--- config.mk ---
export PLATFORM = sky130hd
export DESIGN_NAME = asm_out_monitor
export DESIGN_NICKNAME = d
export VERILOG_FILES = /design/src/rtl/asm_out_monitor.sv
export SDC_FILE = /design/constraint.sdc
export NUM_CORES = 1
export LEC_CHECK = 0
export BUFFER_PORTS_ARGS = -buffer_cell sky130_fd_sc_hd__buf_4
export CAP_MARGIN = 5
export CORE_UTILIZATION = 51
export DETAILED_ROUTE_END_ITERATION = 7
export PLACE_DENSITY = 0.82
export SETUP_SLACK_MARGIN = 0.2
export SLEW_MARGIN = 30
export SYNTH_ARGS = -nofsm -noshare
export SYNTH_HDL_FRONTEND = slang
export SYNTH_SLANG_ARGS = --single-unit
export TNS_END_PERCENT = 50
--- constraint.sdc ---
create_clock -name clk_i -period 5.9 [get_ports clk_i]
set_input_delay 0.295 -clock clk_i [delete_from_list [all_inputs] [get_ports clk_i]]
set_output_delay 0.295 -clock clk_i [all_outputs]
set_load 0.01 [all_outputs]
--- src/rtl/asm_out_monitor.sv ---
// Receive-side monitor for the A/B/C ASM status code stream: locks onto the
// sequence, flags illegal transitions and mirrors the generator's x/y registers.
module asm_out_monitor #(
    parameter int unsigned CNT_W  = 3,
    parameter int unsigned ERR_W  = 8,
    parameter int unsigned CVIS_W = 16
) (
    input  logic              clk_i,
    input  logic              reset_i,
    input  logic              valid_i,
    input  logic [2:0]        code_i,
    input  logic              clr_err_i,
    output logic              synced_o,
    output logic [1:0]        phase_o,
    output logic [CNT_W-1:0]  x_o,
    output logic [CNT_W-1:0]  y_o,
    output logic [CVIS_W-1:0] cvis_o,
    output logic              err_o,
    output logic [ERR_W-1:0]  err_cnt_o
);

    typedef enum logic [1:0] {HUNT, EXP_B, EXP_AC, EXP_A} state_t;

    localparam logic [2:0] CODE_A = 3'b100;
    localparam logic [2:0] CODE_B = 3'b011;
    localparam logic [2:0] CODE_C = 3'b010;

    state_t state;
    logic   expected;
    logic   violation;

    always_comb begin
        expected = 1'b0;
        case (state)
            HUNT:    expected = 1'b1;
            EXP_B:   expected = (code_i == CODE_B);
            EXP_AC:  expected = (code_i == CODE_A) || (code_i == CODE_C);
            EXP_A:   expected = (code_i == CODE_A);
            default: expected = 1'b0;
        endcase
    end

    // HUNT never reports an error; everything there is ignored until an A.
    assign violation = valid_i && (state != HUNT) && !expected;

    always_ff @(posedge clk_i or posedge reset_i) begin
        if (reset_i) begin
            state     <= HUNT;
            synced_o  <= 1'b0;
            phase_o   <= 2'd0;
            x_o       <= '0;
            y_o       <= '0;
            cvis_o    <= '0;
            err_o     <= 1'b0;
            err_cnt_o <= '0;
        end else begin
            err_o <= violation;

            if (clr_err_i)
                err_cnt_o <= violation ? ERR_W'(1) : '0;
            else if (violation && (err_cnt_o != '1))
                err_cnt_o <= err_cnt_o + ERR_W'(1);

            if (valid_i) begin
                if ((code_i == CODE_A) && ((state == HUNT) || violation)) begin
                    // Fresh lock, either from HUNT or resync on an unexpected A.
                    state    <= EXP_B;
                    synced_o <= 1'b1;
                    phase_o  <= 2'd1;
                    x_o      <= '0;
                    y_o      <= '0;
                    cvis_o   <= '0;
                end else if (violation) begin
                    state    <= HUNT;
                    synced_o <= 1'b0;
                    phase_o  <= 2'd0;
                end else if (state != HUNT) begin
                    case (code_i)
                        CODE_A: begin
                            state   <= EXP_B;
                            phase_o <= 2'd1;
                            x_o     <= '0;
                            y_o     <= '0;
                        end
                        CODE_B: begin
                            state   <= EXP_AC;
                            phase_o <= 2'd2;
                            y_o     <= x_o;
                        end
                        CODE_C: begin
                            state   <= EXP_A;
                            phase_o <= 2'd3;
                            y_o     <= x_o;
                            x_o     <= x_o + CNT_W'(1);
                            cvis_o  <= cvis_o + CVIS_W'(1);
                        end
                        default: ;
                    endcase
                end
            end
        end
    end

endmodule
## Yosys cells after proc, flatten, opt, wreduce, memory -nomap -nowiden

Cells that the tools add are included.

| cells by class | value |
|---|---|
| equality and inequality tests | 8 |
| mux-type cells | 22 |
| add/sub/neg operators | 3 |
| reductions and logical operators | 23 |

Operator list:

| cell | count |
|---|---|
| 16-bit 2-to-1 mux | 4 |
| 3-bit 2-to-1 mux | 6 |
| 16-bit by 1-bit adder with 16-bit output (second input constant) | 1 |
| 8-bit 2-to-1 mux | 2 |
| 3-bit case mux with 2 select lines | 2 |
| 4-bit AND reduction | 3 |
| 2-bit nonzero test | 5 |
| 3-bit nonzero test | 3 |
| 8-bit by 1-bit adder with 8-bit output (second input constant) | 1 |
| 8-bit != test (second input constant) | 1 |
| 3-bit by 2-bit == test with 1-bit output (second input constant) | 2 |
| 2-bit 2-to-1 mux | 3 |
| 2-bit case mux with 3 select lines | 1 |
| 5-bit nonzero test | 1 |
| 2-bit == test (second input constant) | 2 |
| 1-bit logical AND | 4 |
| 1-bit case mux with 4 select lines | 1 |
| 3-bit by 1-bit adder with 3-bit output (second input constant) | 1 |
| 3-bit == test (second input constant) | 1 |
| 1-bit 2-to-1 mux | 3 |
| 3-bit AND reduction | 1 |
| 2-bit by 1-bit == test with 1-bit output (second input constant) | 1 |
| 2-bit zero test | 1 |
| 1-bit logical OR | 2 |
| 4 further kinds | 4 |

| storage, ports and cells | value |
|---|---|
| input port bits | 7 |
| flip-flop bits (word level) | 34 |

## Logic depth before layout (Yosys ltp)

Gate-level depths: netlist of the first run.

| logic depth | value |
|---|---|
| word-level depth | 9 |
| mapped depth | 7 |
| depth with buffers taken out | 5 |

## Least setup slack after synthesis of the first run

Ideal clock, no wire load.

| timing | value |
|---|---|
| path kind | register to register |
| start | reg state[1] |
| end | reg err_cnt_o[5] |
| period minus slack after synthesis | 2.116 ns |
| setup time | 0.125 ns |
| arrival time | 1.991 ns |
| stages on the path, launching flop included | 6 |
| slack | 3.784 ns |
| buffers on the path | 1 |
| data required time | 5.775 ns |
| cell sequence | dfrtp_1 -> and4bb_2 -> or4_4 -> buf_2 -> nor4_1 -> mux2_2 |

| on the way | value |
|---|---|
| cells in the longest elaborated chain, start to end | 6 |
| elaborated cells between the ends (all ways) | 11 |

RTL lines:

| what | line | source |
|---|---|---|
| from (decl) | 28 | `state_t state;` |
| from (signal assigned) | 48 | `state <= HUNT;` |
| from (signal assigned) | 67 | `state <= EXP_B;` |
| from (signal assigned) | 74 | `state <= HUNT;` |
| 2-bit == test, or another cell as far along | 34 | `case (state)` |
| 1-bit case mux with 4 select lines | 34 |  |
| 1-bit zero test | 44 | `assign violation = valid_i && (state != HUNT) && !expected;` |
| 1-bit logical AND (*) | 44 |  |
| 1-bit logical AND (*) | 61 | `else if (violation && (err_cnt_o != '1))` |
| 2-bit nonzero test (no source line) (*) | n/a |  |
| to (signal assigned) | 60 | `err_cnt_o <= violation ? ERR_W'(1) : '0;` |
| to (signal assigned) | 62 | `err_cnt_o <= err_cnt_o + ERR_W'(1);` |
| to (decl) | 19 | `output logic [ERR_W-1:0] err_cnt_o` |

Every way passes the cells marked *; elsewhere a longest branch is shown, timed or not.
A chain may end at the register's enable or synchronous reset.

## Worst setup path in the final report of the first run

| timing | value |
|---|---|
| start | reg state[1] |
| end | reg cvis_o[15] |

| on the way | value |
|---|---|
| cells in the longest elaborated chain, start to end | 8 |
| elaborated cells between the ends (all ways) | 16 |

RTL lines:

| what | line | source |
|---|---|---|
| 2-bit == test, or another cell as far along | 34 |  |
| 1-bit case mux with 4 select lines | 34 |  |
| 1-bit zero test | 44 |  |
| 1-bit logical AND | 44 |  |
| 1-bit logical OR | 65 | `if ((code_i == CODE_A) && ((state == HUNT) \|\| violation)) begin` |
| 1-bit logical AND | 65 |  |
| 2-bit by 1-bit != test with 1-bit output (no source line) / 2-bit nonzero test (equally long branches) | n/a |  |
| 4-bit AND reduction (no source line) | n/a |  |
| to (signal assigned) | 95 | `cvis_o <= cvis_o + CVIS_W'(1);` |
| to (decl) | 17 | `output logic [CVIS_W-1:0] cvis_o,` |

Several ways; a longest one is shown, not always the timed one.

==> key figures, run 1 <==
Yosys
  – Largest area contributor in the netlist: dfrtp_1
  – Top_reg_cell synth: dfrtp_1
  – Post-Syn Area: ~1900 sq um
  – Synth area leaders: dfrtp_1, a21oi_1, o21ai_0, nand2_1, or3_1
  – Sequential share of the synthesized area: ~46%
  – Async set-reset flop share out of synthesis: between 90% and 100%
  – Syn nets: 210
  – Most common cell in the synthesized netlist: dfrtp_1
  – Register bit total from synthesis: 34
  – Synth Warn #: 0
  – Share of the synthesized area in the top cell type: 45.91%
  – Post-synth top cells: dfrtp_1, nand2_1, a21oi_1, o21ai_0
  – Unique cell type count in the Yosys netlist: 42
  – Number of synthesized flops with an enable pin: 0
  – Gate Count Post-Synth: 200
  – Syn avg cell area: 9.265 sq um

Timing
  – Tcrit/Tclk final: 39.77%
  – Worst Hold Slack: around 0.06 ns
  – Max-slew violations: 0
  – FMAX: 426.2 MHz
  – Fin. Hold Viols: 0
  – Final setup violating endpoints: 0
  – RSZ-0062 raised after global routing: false
  – Slew headroom: 61.19%
  – Fin crit period: ~2.3 ns
  – Setup TNS: 0 ns
  – Skew final: between 0.003 and 0.004 ns
  – Worst Tran Pin Value: 0.5783 ns

CTS
  – CTS tree: done
  – Clk sink count: 34
  – Clock Root Buffer: clkbuf_4
  – Worst skew pair latency: about 0.32 ns
  – H-tree depth: 2
  – Cts bufs inserted: 5
  – Clk slew on worst S/H paths: approximately 0.1 ns
  – Clock Path Buffers: 2
  – Post-CTS Setup Repair Bufs: 0
  – Hold buffer count at CTS: 0
  – Post_cts resized: 0

Global route
  – Largest net degree at the start of global routing: 35
  – Vias in the first global route: between 1000 and 1500
  – Initial antenna violation count: 0
  – First-pass GRT wire length: 6755 microns
  – Gr usage total: 21.68%
  – Grt total ovfl: 0

Detailed routing
  – Final wirelength: around 3800 microns
  – WL/cell: around 13 microns
  – DRC violations left: 0
  – Post-DR vias/cell: ~5.7
  – Pre-Repair DR Iteration Count: 4
  – Antenna Violating Nets Remaining: 0
  – Initial drt markers: ~140
  – Vias: 1620

Critical path
  – Worst setup EP type: register
  – WP data required: 6.15 ns
  – R2r startpoint: state[1]$_DFFE_PP0P_
  – Arr. time, crit path: between 2 and 3 ns
  – FF-to-FF End: cvis_o[15]$_DFFE_PP0P_
  – Class of the most critical setup path: reg -> reg
  – Critical path startpoint category: register
  – R2R cell count: 4
  – R2r setup slk: ~3.6 ns
  – Crit path max fanout: 11

Floorplan
  – Std cell rows: 21
  – Die width: approximately 62 microns
  – Placeable Area: between 3000 and 4000 sq um
  – Die H: roughly 62 microns
  – Starting Density: around 54%
  – Die ar.: between 3000 and 4000 sq um
  – Ports: just over 40

Power
  – Worst VDD drop: 0.0001178 V
  – Seq pwr share: 57.9%
  – Clock Power Share: 28.1%
  – P_sw: between 0.0001 and 0.00015 W
  – Internal power: approximately 0.00033 W
  – Leakage power total: between 1 and 1.5 nW
  – Power Density: about 200 nW/um^2
  – Part of the power in combinational logic: roughly 14%
  – Switching Share: a little over a quarter
  – Tot Pwr: 0.0004425 W

Run
  – Max_cap viols: 0

Placement
  – Port Buffers: 40
  – GPL Wtd Cong: 0.8197
  – Detailed Place HPWL: ~2700 microns

Cells and area
  – Ratio of cells with drive above 1 in the final layout: about 23%
  – Ant diodes: 0
  – Area delta synth->final: 20.39%
  – Nets: between 200 and 300

Worst hold path
  – Hold WC Path Type: in -> async

Run status
  – Status: complete, no violations
logic make-up after synthesis:
group | share of synthesized area (%)
AOI/OAI and AO/OA | 16.14
xor gates and xnor gates | 1.890
adders and majority gates | 2.026
buffers and inverters | 4.321
DFF | 45.92
muxes | 3.444
and+or+nand+nor | 26.27
area by class of cell:
cell class / count / area, sq um
timing repair buffer: 42 / 315.3
clock buffer: 6 / 51.30
sequential: 34 / 850.8
multi-input combinational: 149 / 922.1
fill: 303 / 1185
inverter: 9 / 33.78
tap: 46 / 57.56
critical path, stage by stage (launching register included):
cell      delay [ns]
dfrtp_1         0.46
or3b_1          0.53
a2111o_1        0.60
or4_1           0.52
a21oi_1         0.17
routing by layer:
metal	share of wire, %	track usage [%]	wire, microns
met4	0.99	6.105	38
met5	0	0	0
met2	46	34.20	1788
met1	49	30.42	1874
met3	3.8	4.228	146
power by group through the flow:
stage	registers, W	logic (W)	clock network, W
2_1_floorplan	0.000263	0.0000301	0
3_3_place_gp	0.000260	0.0000616	0
3_5_place_dp	0.000260	0.0000624	0
4_1_cts	0.000256	0.0000625	0.000127
5_1_grt	0.000258	0.0000694	0.000136
6_report	0.000256	0.0000617	0.000124
metrics by stage:
step | cell area [sq um] | std cells | util [%] | setup WS (ns)
2_1_floorplan | 1853 | 200 | - | 3.784
3_3_place_gp | 2180 | 280 | 63.81 | 3.669
3_5_place_dp | 2180 | 280 | 63.81 | 3.580
4_1_cts | 2231 | 286 | 65.31 | 3.561
5_1_grt | 2231 | 286 | 65.31 | 3.464
6_report | 2231 | 286 | 65.31 | 3.554
placed cells by master (no fill, tap or decap), types with 9 or more instances in the layout:
cell     instances
o21ai_0         17
nand3_1         11
buf_4           42
or3_1           10
nand2_1         19
dfrtp_1         34
a21oi_1         17
inv_1            9
nor2_1          11
sequential cells by signal, indices dropped and copies added (netlist names):
signal and count:
cvis_o 16, err_cnt_o 8, x_o 3, y_o 3, state 2, err_o 1
synced_o 1
worst max-delay path by stage:
stage / start / end / cells past startpoint
after CTS: state[1]$_DFFE_PP0P_ / cvis_o[15]$_DFFE_PP0P_ / 4
after global placement: state[1]$_DFFE_PP0P_ / cvis_o[15]$_DFFE_PP0P_ / 4
after detailed placement: state[1]$_DFFE_PP0P_ / cvis_o[15]$_DFFE_PP0P_ / 4
final: state[1]$_DFFE_PP0P_ / cvis_o[15]$_DFFE_PP0P_ / 4
after global routing: state[1]$_DFFE_PP0P_ / cvis_o[15]$_DFFE_PP0P_ / 4
after floorplan: state[1]$_DFFE_PP0P_ / err_cnt_o[5]$_DFFE_PP0P_ / 5
No activity file was read; power rests on OpenSTA's default activity.
==> inputs of run 2 (changes only) <==
clock period = 2.2 ns   (was 5.9 ns; I/O delays follow)
==> key figures, run 2 (synthesis gave the netlist of run 1 again) <==
Power
  – Worst VDD drop: approximately 0.00037 V
  – Switching Share: approximately 28%
  – P_sw: roughly 0.00034 W
  – Leakage power total: 1.093 nW
  – Part of the power in combinational logic: about 15%
  – Seq pwr share: between 50% and 60%
  – Internal power: between 0.0008 and 0.0009 W
  – Power Density: a little over 500 nW/um^2
  – Clock Power Share: between 20% and 30%

Critical path
  – Arr. time, crit path: 2.29 ns
  – WP data required: about 2.5 ns
  – Class of the most critical setup path: reg -> reg
  – Worst setup EP type: register
  – Critical path startpoint category: register
  – Crit path max fanout: 6
  – R2R cell count: 4

Detailed routing
  – Vias: 1705
  – DRC violations left: 0
  – Initial drt markers: 100
  – Final wirelength: ~4300 microns
  – Post-DR vias/cell: around 5.6
  – Pre-Repair DR Iteration Count: 4
  – WL/cell: 14.14 microns
  – Antenna Violating Nets Remaining: 0

Timing
  – Final worst setup slack: 0.1863 ns
  – Fin. Hold Viols: 0
  – RSZ-0062 raised after global routing: true
  – Worst Tran Pin Value: about 0.49 ns
  – Fin crit period: between 2 and 2.5 ns
  – Worst Hold Slack: between 0.07 and 0.08 ns
  – Final setup violating endpoints: 0
  – Setup TNS: 0 ns
  – Skew final: 0.003205 ns
  – Max-slew violations: 0
  – Tcrit/Tclk final: between 90 and 100%
  – FMAX: around 500 MHz
  – Slew headroom: between 60% and 70%

Global route
  – Largest net degree at the start of global routing: 35
  – Vias in the first global route: between 1000 and 1500
  – First-pass GRT wire length: ~6800 microns
  – Grt total ovfl: 0
  – Initial antenna violation count: 0
  – Gr usage total: between 20% and 30%

Cells and area
  – Largest register FFs: 16
  – Area delta synth->final: 30.32%
  – Nets: 266
  – Final Core Density: between 70% and 80%
  – Biggest regs: cvis_o x16, err_cnt_o x8
  – Design area: around 2400 sq um
  – Biggest register: cvis_o
  – Ratio of cells with drive above 1 in the final layout: roughly 29%
  – Most frequent cells in the layout: buf_4, dfrtp_1, nand2_1, a21oi_1, o21ai_0
  – Ant diodes: 0
  – Most common cell after layout, fill and taps aside: buf_4
  – Fillers: about 290

Placement
  – Placed Area: about 2200 sq um
  – GPL Wtd Cong: about 0.8
  – Port Buffers: 40
  – Detailed Place HPWL: 2686 microns
  – Dpl ws: roughly 0.073 ns

CTS
  – Clock Path Buffers: 2
  – Clock Root Buffer: clkbuf_4
  – Cts bufs inserted: 5
  – CTS tree: done
  – Worst skew pair latency: roughly 0.34 ns
  – H-tree depth: 2
  – Clk slew on worst S/H paths: about 0.10 ns
  – Clk sink count: 34

Floorplan
  – Std cell rows: 21
  – Die width: slightly above 60 microns
  – Die H: just over 60 microns
  – Die ar.: just under 4000 sq um
  – Placeable Area: 3416 sq um
  – Ports: 41
  – Starting Density: between 50% and 60%

Run
  – Max_cap viols: 0

Worst hold path
  – Hold path depth: 3
  – Hold WC Path Type: in -> reg

Run status
  – Status: complete, no violations
-- run 2: cell types whose count changed in the layout (fill, tap and decap cells not counted), sizes merged --
| cell | change |
|---|---|
| buf | +11 |
| clkbuf | +2 |
| dlygate4sd3 | +2 |
| a2111o | +1 |
| clkinv | +1 |
-- run 2: cell type report --
class	instances	area, sq um	share of cell area (%)
multi-input combinational	150	975.9	40.41
sequential	34	853.3	35.34
timing repair buffer	56	434.2	17.98
tap	46	57.56	2.383
clock buffer	7	55.05	2.280
inverter	9	33.78	1.399
clock inverter	1	5.005	0.2073
-- run 2: timing repair --
item / CTS / global route
buffers inserted: 4 / 6
pin swaps: 1 / 8
hold buffers: 2 / 0
gates cloned: 0 / 1
gates resized for setup: 2 / 7
endpoints found under the hold margin: 36 / 0
endpoints found under the setup margin: 12 / 16
-- run 2: path summary, 6_finish.rpt --
kind / startpoint / endpoint / slack (ns)
setup / recovery: state[1]$_DFFE_PP0P_ / cvis_o[15]$_DFFE_PP0P_ / 0.19
hold / removal: valid_i / state[1]$_DFFE_PP0P_ / 0.08
setup reg to reg: state[1]$_DFFE_PP0P_ / cvis_o[15]$_DFFE_PP0P_ / 0.19
hold reg to reg: y_o[0]$_DFFE_PP0P_ / y_o[0]$_DFFE_PP0P_ / 0.53
max in group asynchronous: reset_i / state[1]$_DFFE_PP0P_ / 1.46
min in group asynchronous: reset_i / cvis_o[13]$_DFFE_PP0P_ / 0.42
-- run 2: power groups by stage --
stage                     clock [W]  sequential, W  combinational, W
final                      0.000367       0.000687          0.000187
after global routing       0.000400       0.000692          0.000207
after CTS                  0.000374       0.000686          0.000176
after detailed placement          0       0.000698          0.000171
after global placement            0       0.000698          0.000166
after floorplan                   0       0.000705         0.0000831
-- run 2: per-stage QoR --
stage               total power, W  std cells
finish                    0.001240        303
CTS                       0.001237        296
global route              0.001298        303
floorplan                0.0007885        200
global placement         0.0008641        282
detailed placement       0.0008691        282
-- run 2: metal layers --
layer / global-route usage (%) / vias to the layer above / wire, microns
li1: - / 846 / -
met1: 29.31 / 808 / 1965
met2: 35.71 / 41 / 2032
met3: 5.331 / 10 / 194
met4: 7.849 / 0 / 91
met5: 0 / - / 0
-- run 2: critical path: stages (launching register included) --
cell	delay (ns)
dfrtp_2	0.44
or3b_4	0.42
a2111o_1	0.44
or4_1	0.49
a21oi_1	0.15
